File: src/rtl/ex_m_stage_elastic.sv
// ex_m_stage_elastic: elastic EX->MEM pipeline register with a 2-entry skid
// buffer, flush, bubble gating of control bits and saturating stall/squash
// counters. All state changes on the falling edge of CLK.
module ex_m_stage_elastic #(
   parameter int unsigned DATA_W = 32,
   parameter int unsigned REG_W  = 5,
   parameter int unsigned CTRL_W = 6,
   parameter int unsigned CNT_W  = 16
) (
   input  logic              CLK,
   input  logic              Resetn,
   input  logic              in_valid,
   output logic              in_ready,
   input  logic [CTRL_W-1:0] in_ctrl,
   input  logic [DATA_W-1:0] in_alu,
   input  logic [DATA_W-1:0] in_busB,
   input  logic [DATA_W-1:0] in_target,
   input  logic [REG_W-1:0]  in_rd,
   input  logic [REG_W-1:0]  in_rb,
   input  logic              flush,
   output logic              out_valid,
   input  logic              out_ready,
   output logic [CTRL_W-1:0] out_ctrl,
   output logic [DATA_W-1:0] out_alu,
   output logic [DATA_W-1:0] out_busB,
   output logic [DATA_W-1:0] out_target,
   output logic [REG_W-1:0]  out_rd,
   output logic [REG_W-1:0]  out_rb,
   output logic [1:0]        occ,
   output logic [CNT_W-1:0]  stall_cnt,
   output logic [CNT_W-1:0]  squash_cnt
);

   localparam int unsigned SUM_W = CNT_W + 1;
   localparam logic [CNT_W-1:0] CNT_MAX = '1;

   typedef struct packed {
      logic [CTRL_W-1:0] ctrl;
      logic [DATA_W-1:0] alu;
      logic [DATA_W-1:0] busB;
      logic [DATA_W-1:0] target;
      logic [REG_W-1:0]  rd;
      logic [REG_W-1:0]  rb;
   } entry_t;

   entry_t            main_q, main_d;
   entry_t            skid_q, skid_d;
   entry_t            in_entry_c;
   logic              main_valid_q, main_valid_d;
   logic              skid_valid_q, skid_valid_d;
   logic              in_ready_d;
   logic [CTRL_W-1:0] out_ctrl_d;
   logic [1:0]        occ_d;
   logic [CNT_W-1:0]  stall_d, squash_d;
   logic              accept_c, pop_c;
   logic [1:0]        held_c;
   logic [SUM_W-1:0]  squash_sum_c;

   // Input payload bundle, handshake qualifiers and squash arithmetic
   assign in_entry_c   = '{ctrl: in_ctrl, alu: in_alu, busB: in_busB,
                           target: in_target, rd: in_rd, rb: in_rb};
   assign accept_c     = in_valid & in_ready;
   assign pop_c        = main_valid_q & out_ready;
   assign held_c       = 2'(main_valid_q) + 2'(skid_valid_q);
   assign squash_sum_c = SUM_W'(squash_cnt) + SUM_W'(held_c);

   // Head entry drives the data outputs directly; data is never gated
   assign out_valid  = main_valid_q;
   assign out_alu    = main_q.alu;
   assign out_busB   = main_q.busB;
   assign out_target = main_q.target;
   assign out_rd     = main_q.rd;
   assign out_rb     = main_q.rb;

   // Next-state: flush beats pop/accept; skid drains into main before new input
   always_comb begin
      main_d       = main_q;
      skid_d       = skid_q;
      main_valid_d = main_valid_q;
      skid_valid_d = skid_valid_q;
      stall_d      = stall_cnt;
      squash_d     = squash_cnt;

      if (flush) begin
         main_valid_d = 1'b0;
         skid_valid_d = 1'b0;
         if (squash_sum_c > SUM_W'(CNT_MAX)) begin
            squash_d = CNT_MAX;
         end else begin
            squash_d = CNT_W'(squash_sum_c);
         end
      end else begin
         if (main_valid_q) begin
            if (pop_c) begin
               if (skid_valid_q) begin
                  main_d       = skid_q;
                  skid_valid_d = 1'b0;
               end else if (accept_c) begin
                  main_d = in_entry_c;
               end else begin
                  main_valid_d = 1'b0;
               end
            end else if (accept_c) begin
               skid_d       = in_entry_c;
               skid_valid_d = 1'b1;
            end
         end else if (accept_c) begin
            main_d       = in_entry_c;
            main_valid_d = 1'b1;
         end

         if (main_valid_q && !out_ready && (stall_cnt != CNT_MAX)) begin
            stall_d = stall_cnt + CNT_W'(1);
         end
      end

      in_ready_d = !skid_valid_d;
      out_ctrl_d = main_valid_d ? main_d.ctrl : '0;
      occ_d      = 2'(main_valid_d) + 2'(skid_valid_d);
   end

   // State and registered outputs, falling-edge clocked with async clear
   always_ff @(negedge CLK or negedge Resetn) begin
      if (!Resetn) begin
         main_q       <= '0;
         skid_q       <= '0;
         main_valid_q <= 1'b0;
         skid_valid_q <= 1'b0;
         in_ready     <= 1'b1;
         out_ctrl     <= '0;
         occ          <= 2'd0;
         stall_cnt    <= '0;
         squash_cnt   <= '0;
      end else begin
         main_q       <= main_d;
         skid_q       <= skid_d;
         main_valid_q <= main_valid_d;
         skid_valid_q <= skid_valid_d;
         in_ready     <= in_ready_d;
         out_ctrl     <= out_ctrl_d;
         occ          <= occ_d;
         stall_cnt    <= stall_d;
         squash_cnt   <= squash_d;
      end
   end

endmodule
File: config.mk
export PLATFORM = sky130hd
export DESIGN_NAME = ex_m_stage_elastic
export DESIGN_NICKNAME = d
export VERILOG_FILES = /design/src/rtl/ex_m_stage_elastic.sv
export SDC_FILE = /design/constraint.sdc
export NUM_CORES = 1
export LEC_CHECK = 0
export CORE_UTILIZATION = 55
export DETAILED_ROUTE_END_ITERATION = 8
export GPL_TIMING_DRIVEN = 0
export HOLD_SLACK_MARGIN = 0.15
export PLACE_DENSITY = 0.86
export SYNTH_ARGS = -nofsm -noshare
export SYNTH_HDL_FRONTEND = slang
export SYNTH_SLANG_ARGS = --single-unit
File: constraint.sdc
create_clock -name CLK -period 2.9 [get_ports CLK]
set_input_delay 0.725 -clock CLK [delete_from_list [all_inputs] [get_ports CLK]]
set_output_delay 0.725 -clock CLK [all_outputs]
set_load 0.01 [all_outputs]
Word-level counts from Yosys, hierarchy flattened
Cells that the tools add are included.
{"block": "classes", "add_sub_neg": 4, "n_lt_le_gt_ge": 1, "n_eq_ne": 2, "mux": 16, "bitwise_logic": 4, "n_reduce_logical": 7}
{"cell": "$mux 112", "n": 5}
{"cell": "$add 16x2->17", "n": 1}
{"cell": "$gt 17x16->1 const B", "n": 1}
{"cell": "$add 16x1->16 const B", "n": 1}
{"cell": "$mux 16", "n": 1}
{"cell": "$ne 16x16->1 const B", "n": 1}
{"cell": "$mux 1", "n": 9}
{"cell": "$mux 6", "n": 1}
{"cell": "$add 1x1->2", "n": 2}
{"cell": "$reduce_and 2->1", "n": 2}
{"cell": "$reduce_and 4->1", "n": 1}
{"cell": "$and 1x1->1", "n": 2}
{"cell": "$logic_and 1x1->1", "n": 2}
{"cell": "$logic_not 1->1", "n": 2}
{"cell": "$ne 2x1->1 const B", "n": 1}
{"cell": "$not 1->1", "n": 2}
{"block": "word_totals", "regBits": 267, "input_bits": 117}

Logic depth before layout (Yosys ltp)
Gate-level depths: netlist of the first run.
{"block": "depth", "ltp_word": 7, "depth_mapped": 8}

==> summary.md, run 1 <==
| Metric | Value |
|---|---|
| Status | `finished with violations` |
| Failing checks | `negative setup slack` |
| VDD IR max | `577 uV` |
| Worst r2r src | `stall_cnt[1]$_DFFE_NN0P_` |
| H-tree levels | `1` |
| CP peak stage delay | `540 ps` |
| Initial DRC count | `616` |
| Netlist cell types | `43` |
| Dpl cell area | `0.0149 mm^2` |
| Clk root buf | `clkbuf_16` |
| I/O pins | `265` |
| MaxCap Viol Count | `0` |
| Core area | `0.0210 mm^2` |
| Synth Register Bits | `267` |
| Via Count | `9637` |
| Worst Setup End Kind | `output pin` |
| Top_reg_cell synth | `dfrtn_1` |
| Post-layout net count | `1489` |
| Setup TNS | `-80650 ps` |
| Critical Path AT | `2670 ps` |
| Net count after synthesis | `1142` |
| Total track usage | `27.8%` |
| Share of the synthesized area in the top cell type | `56.3%` |
| DRC | `0` |
| FFs w/ async S/R, synth | `100%` |
| Design area | `0.0175 mm^2` |
| Vias per inst | `5.79` |
| Worst Path Buf+Inv | `1` |
| Yosys top cell by area | `dfrtn_1` |
| Setup CP Type | `flop to output pin` |
| Worst path required time | `2170 ps` |
| Max FO, Critical Path | `2` |
| Final setup viols | `280` |
| DPL Wire Length | `20.3 mm` |
| Hold Startpoint | `main_q[106]$_DFF_NN0_` |
| Clock Sinks | `267` |
| Ys Warns | `0` |
| Sequential element share of the synthesized area | `56.5%` |
| Post-synth EDFFs | `0` |
| Post-Syn Instances | `1020` |
| CP Launch Point | `in_ready$_DFF_NN1_` |
| Syn Area/Cell | `11.6 um^2` |
| GPL Wtd Cong | `0.837` |
| Max Slew Vio Count | `0` |
| CTS Buf Count | `27` |
| Die ar. | `0.0221 mm^2` |
| Final WS setup | `-499 ps` |
| PD cells | `670 mW/mm^2` |
| Cell Count, Final, Fillers Out | `1663` |
| Most numerous cell in the Yosys netlist | `dfrtn_1` |
| Family with the most delay on the worst path | `flip-flops` |
| Drt pass-1 iters | `5` |
| Placed cell count | `1560` |
| Pin count of the biggest net entering global routing | `129` |
| Final WL | `36.9 mm` |
| Clock buffer depth | `3` |
| Port Buffers | `263` |
| WL per Instance | `22.2 um` |
| Clock transition at path regs | `50 ps` |
| Final core occ | `83.1%` |
| ANT nets after route | `0` |
| Type of the tightest min-delay check | `flop to flop` |
| Starting Density | `56.2%` |
| Hold Vio Cnt, Final | `0` |
| Critical Path, Cell by Cell | `buf_6` |
| Clk_lat worst skew | `580 ps` |
| Die H | `149 um` |
| Hold-fix buffers, CTS | `0` |
| GRT overflow | `0` |
| Syn-to-layout area delta | `47.7%` |
| Commonest cells post-synth | `dfrtn_1, nand2_1, a22oi_1` |
| Synth Cell Area | `0.0118 mm^2` |
| Clock Skew | `50.2 ps` |
| Die X | `149 um` |
| CP max-delay cell | `dfstp_2` |
| CTS tree | `built` |
| Area contributors post-synth | `dfrtn_1, a22oi_1, buf_4, mux2_1, mux2_2` |
| Normalized max-slew margin | `43.9%` |
| Share of post-route cells with drive strength above 1 | `41.4%` |
| RSZ-0062 raised after global routing | `yes` |
| Initial antenna violation count | `2` |
| FP Rows | `53` |
| Worst-margin pin slew | `835 ps` |
| Pleak | `0.00819 uW` |
| Vias in the first global route | `9359` |
| First-pass GRT wire length | `48.1 mm` |
| Crit path launch type | `flop` |
[power breakdown]
part           total (uW)  internal [uW]  switching [uW]
sequential           5120           4570             556
clock                3420           1940            1480
combinational        3150           1910            1240
[path summary, 6_finish.rpt]
kind,to,slack [ps],depth (start not counted)
setup / recovery,in_ready,-500,1
hold / removal,main_q[106]$_DFF_NN0_,430,2
setup reg to reg,stall_cnt[5]$_DFFE_NN0P_,560,7
hold reg to reg,main_q[106]$_DFF_NN0_,430,2
max in group asynchronous,out_busB[15]$_DFFE_NN0P_,410,2
min in group asynchronous,stall_cnt[0]$_DFFE_NN0P_,1450,1
[registers in the layout (all words and copies together), names as in the netlist]
signal	count
out_target	32
out_rd	5
skid_q	112
skid_valid_q	1
stall_cnt	16
out_busB	32
main_q	6
out_ctrl	6
out_alu	32
squash_cnt	16
out_rb	5
out_valid	1
in_ready	1
occ	2
[through the flow]
stage,hold WS (ps),setup slack [ps],total power (uW)
CTS,427,-515,11100
detailed placement,427,-1460,7580
global route,469,-547,12100
global placement,417,-10990,7440
finish,432,-499,11700
floorplan,404,-451,6310
[layer usage]
metal	track usage [%]	vias up	routed length [um]
met1	33.9	4892	14200
met2	48.3	425	18600
met3	6.26	101	2730
li1	-	4219	-
met5	0	-	0
met4	9.54	0	1380
[cells by family after synthesis]
kind of cell             Yosys count  synth area share [%]
buffers and inverters            172                  9.57
AND/OR/NAND/NOR                  191                  7.40
flip-flops                       267                  56.5
XOR/XNOR                          24                  1.78
multiplexers                     118                  11.3
AO/OA/AOI/OAI                    243                  12.9
adder cells (fa/ha/maj)            5                 0.593
[cell usage in the layout, fill, tap and decap left out, types with 6 or more instances in the layout]
| cell type | count |
|---|---|
| buf_8 | 7 |
| a22oi_1 | 88 |
| clkdlybuf4s50_1 | 112 |
| nand4_1 | 12 |
| buf_4 | 133 |
| mux2_4 | 113 |
| a21oi_1 | 6 |
| o21ai_0 | 81 |
| clkbuf_4 | 6 |
| xor2_1 | 16 |
| nand2_1 | 133 |
| buf_6 | 136 |
| a22oi_2 | 24 |
| clkbuf_2 | 15 |
| dfrtn_1 | 266 |
| o21ai_1 | 33 |
| nand3_1 | 8 |
| clkbuf_8 | 9 |
| clkbuf_1 | 10 |
| nor2_1 | 6 |
| buf_12 | 16 |
| and3_1 | 7 |
| xnor2_1 | 8 |
| buf_2 | 38 |
| clkbuf_16 | 42 |
[timing repair]
action | CTS | global route
pin swaps | 1 | 13
resized for setup | 754 | 280
endpoints found under the setup margin | 399 | 402
buffers inserted | 67 | 66
cloned | 1 | 16
[final cells by class]
class,count,area [um^2]
sequential,267,6680
antenna,2,5.00
tap,275,344
clock inverter,7,36.3
fill,1092,3560
clock buffer,42,822
timing repair buffer,415,4200
multi-input combinational,581,4670
buffer,72,694
inverter,2,10.0
(Power assumes the default switching activity.)
==> run 2: changes to the inputs <==
CORE_MARGIN = 2   (was not set)
==> summary.md, run 2 (synthesized netlist as in run 1, its figures left out) <==
| Metric | Value |
|---|---|
| Normalized max-slew margin | `53.1%` |
| Max Slew Vio Count | `0` |
| WL per Instance | `22.2 um` |
| Max FFs per register | `112` |
| Status | `finished with violations` |
| PD cells | `679 mW/mm^2` |
| Failing checks | `negative setup slack` |
| Internal power | `8840 uW` |
| DPL Wire Length | `20.4 mm` |
| CTS tree | `built` |
| Vias per inst | `5.77` |
| Die H | `151 um` |
| Worst path required time | `2170 ps` |
| CTS Buf Count | `28` |
| Post-layout net count | `1528` |
| Clock share of power | `31.1%` |
| Worst Path Buf+Inv | `1` |
| Vias in the first global route | `9333` |
| Syn-to-layout area delta | `52.0%` |
| ANT nets after route | `0` |
| Starting Density | `56.1%` |
| Pin count of the biggest net entering global routing | `128` |
| Share of post-route cells with drive strength above 1 | `45.9%` |
| Final setup viols | `293` |
| Worst Setup End Kind | `output pin` |
| Family with the most delay on the worst path | `flip-flops` |
| GPL Wtd Cong | `0.842` |
| DRC | `0` |
| Die X | `151 um` |
| Hold Vio Cnt, Final | `0` |
| Hold-fix buffers, CTS | `0` |
| Setup CP Type | `flop to output pin` |
| Clock Sinks | `267` |
| Crit path launch type | `flop` |
| Pleak | `0.00842 uW` |
| Type of the tightest min-delay check | `flop to flop` |
| Die ar. | `0.0227 mm^2` |
| Power share of the sequential group | `42.0%` |
| Via Count | `9838` |
| First-pass GRT wire length | `47.9 mm` |
| Initial DRC count | `587` |
| Clock buffer depth | `3` |
| R2r setup slk | `430 ps` |
| Initial antenna violation count | `2` |
| Dpl cell area | `0.0149 mm^2` |
| Final WS setup | `-512 ps` |
| Switching Power | `3370 uW` |
| Comb pwr share | `26.9%` |
| Clk root buf | `clkbuf_16` |
| CP max-delay cell | `dfstp_2` |
| Clock Skew | `52.7 ps` |
| Critical Path AT | `2690 ps` |
| Final core occ | `85.2%` |
| Worst hold slack | `434 ps` |
| H-tree levels | `1` |
| Drt pass-1 iters | `5` |
| Critical Path, Cell by Cell | `buf_6` |
| Biggest register | `skid_q` |
| Clk_lat worst skew | `580 ps` |
| Port Buffers | `263` |
| Most common cell after layout, fill and taps aside | `dfrtn_1` |
| VDD IR max | `556 uV` |
| MaxCap Viol Count | `0` |
| Fillers | `1004` |
| Switching part of the total | `27.6%` |
| Pre-CTS WS | `-1360 ps` |
| Final WL | `37.7 mm` |
| FP Rows | `53` |
| Max FO, Critical Path | `2` |
| Design area | `0.0180 mm^2` |
| GRT overflow | `0` |
| Core area | `0.0211 mm^2` |
| I/O pins | `265` |
| Setup TNS | `-81150 ps` |
| Most frequent cells in the layout | `dfrtn_1, buf_4, buf_6` |
| CP peak stage delay | `550 ps` |
| Worst-margin pin slew | `698 ps` |
| Total track usage | `26.8%` |
| Clock transition at path regs | `50 ps` |
| RSZ-0062 raised after global routing | `yes` |
## run 2: cell count changes in the layout (fill, tap and decap cells not counted), moves of 10 or more
cell,before,now
a22oi_1,88,76
a22oi_2,24,36
buf_4,133,162
buf_6,136,154
mux2_2,2,32
mux2_4,113,83
nand2_1,133,108
nand2_2,0,24
o21ai_0,81,71
## run 2: metrics by stage
stage / power [uW] / cells
final: 12200 / 1704
after global routing: 12700 / 1703
after CTS: 11500 / 1647
after detailed placement: 7580 / 1560
after global placement: 7440 / 1558
after floorplan: 6310 / 1020
## run 2: power groups by stage
stage	sequential, uW	combinational, uW	clock (uW)
2_1_floorplan	4990	1320	4.31
3_3_place_gp	5030	2410	4.31
3_5_place_dp	5080	2490	4.31
4_1_cts	5000	2730	3800
5_1_grt	5180	3490	3990
6_report	5130	3280	3800
## run 2: final cells by class
| class | count | area [um^2] | share of cell area [%] |
|---|---|---|---|
| tap | 275 | 344 | 1.92 |
| sequential | 267 | 6680 | 37.2 |
| timing repair buffer | 424 | 4300 | 23.9 |
| inverter | 2 | 10.0 | 0.0557 |
| antenna | 2 | 5.00 | 0.0279 |
| multi-input combinational | 581 | 4690 | 26.1 |
| buffer | 101 | 968 | 5.39 |
| clock buffer | 39 | 803 | 4.47 |
| clock inverter | 13 | 168 | 0.933 |
## run 2: timing repair
item | in CTS | in global routing
gates resized for setup | 762 | 326
buffers inserted | 72 | 70
gates cloned | 0 | 17
setup endpoints to repair | 399 | 399
pin swaps | 1 | 18
## run 2: per-layer routing
metal	vias up	share of wire, %	GRT usage, %
li1	4294	-	-
met1	4991	39	33.7
met2	440	51	45.0
met3	113	6.9	6.61
met4	0	3.5	10.0
met5	-	0	0
## run 2: path summary, 6_finish.rpt
| kind | startpoint | end | depth (start not counted) |
|---|---|---|---|
| setup / recovery | in_ready$_DFF_NN1_ | in_ready | 1 |
| max in group asynchronous | Resetn | out_busB[17]$_DFFE_NN0P_ | 2 |
| hold reg to reg | out_busB[27]$_DFFE_NN0P_ | out_busB[27]$_DFFE_NN0P_ | 2 |
| hold / removal | out_busB[27]$_DFFE_NN0P_ | out_busB[27]$_DFFE_NN0P_ | 2 |
| min in group asynchronous | Resetn | stall_cnt[0]$_DFFE_NN0P_ | 1 |
| setup reg to reg | squash_cnt[0]$_DFFE_NN0P_ | squash_cnt[1]$_DFFE_NN0P_ | 9 |
==> run 3: changes to the inputs <==
HOLD_SLACK_MARGIN = 0.05   (was 0.15)
==> results of run 3 <==
The final DEF is identical to that of run 2; final timing and power are the same.
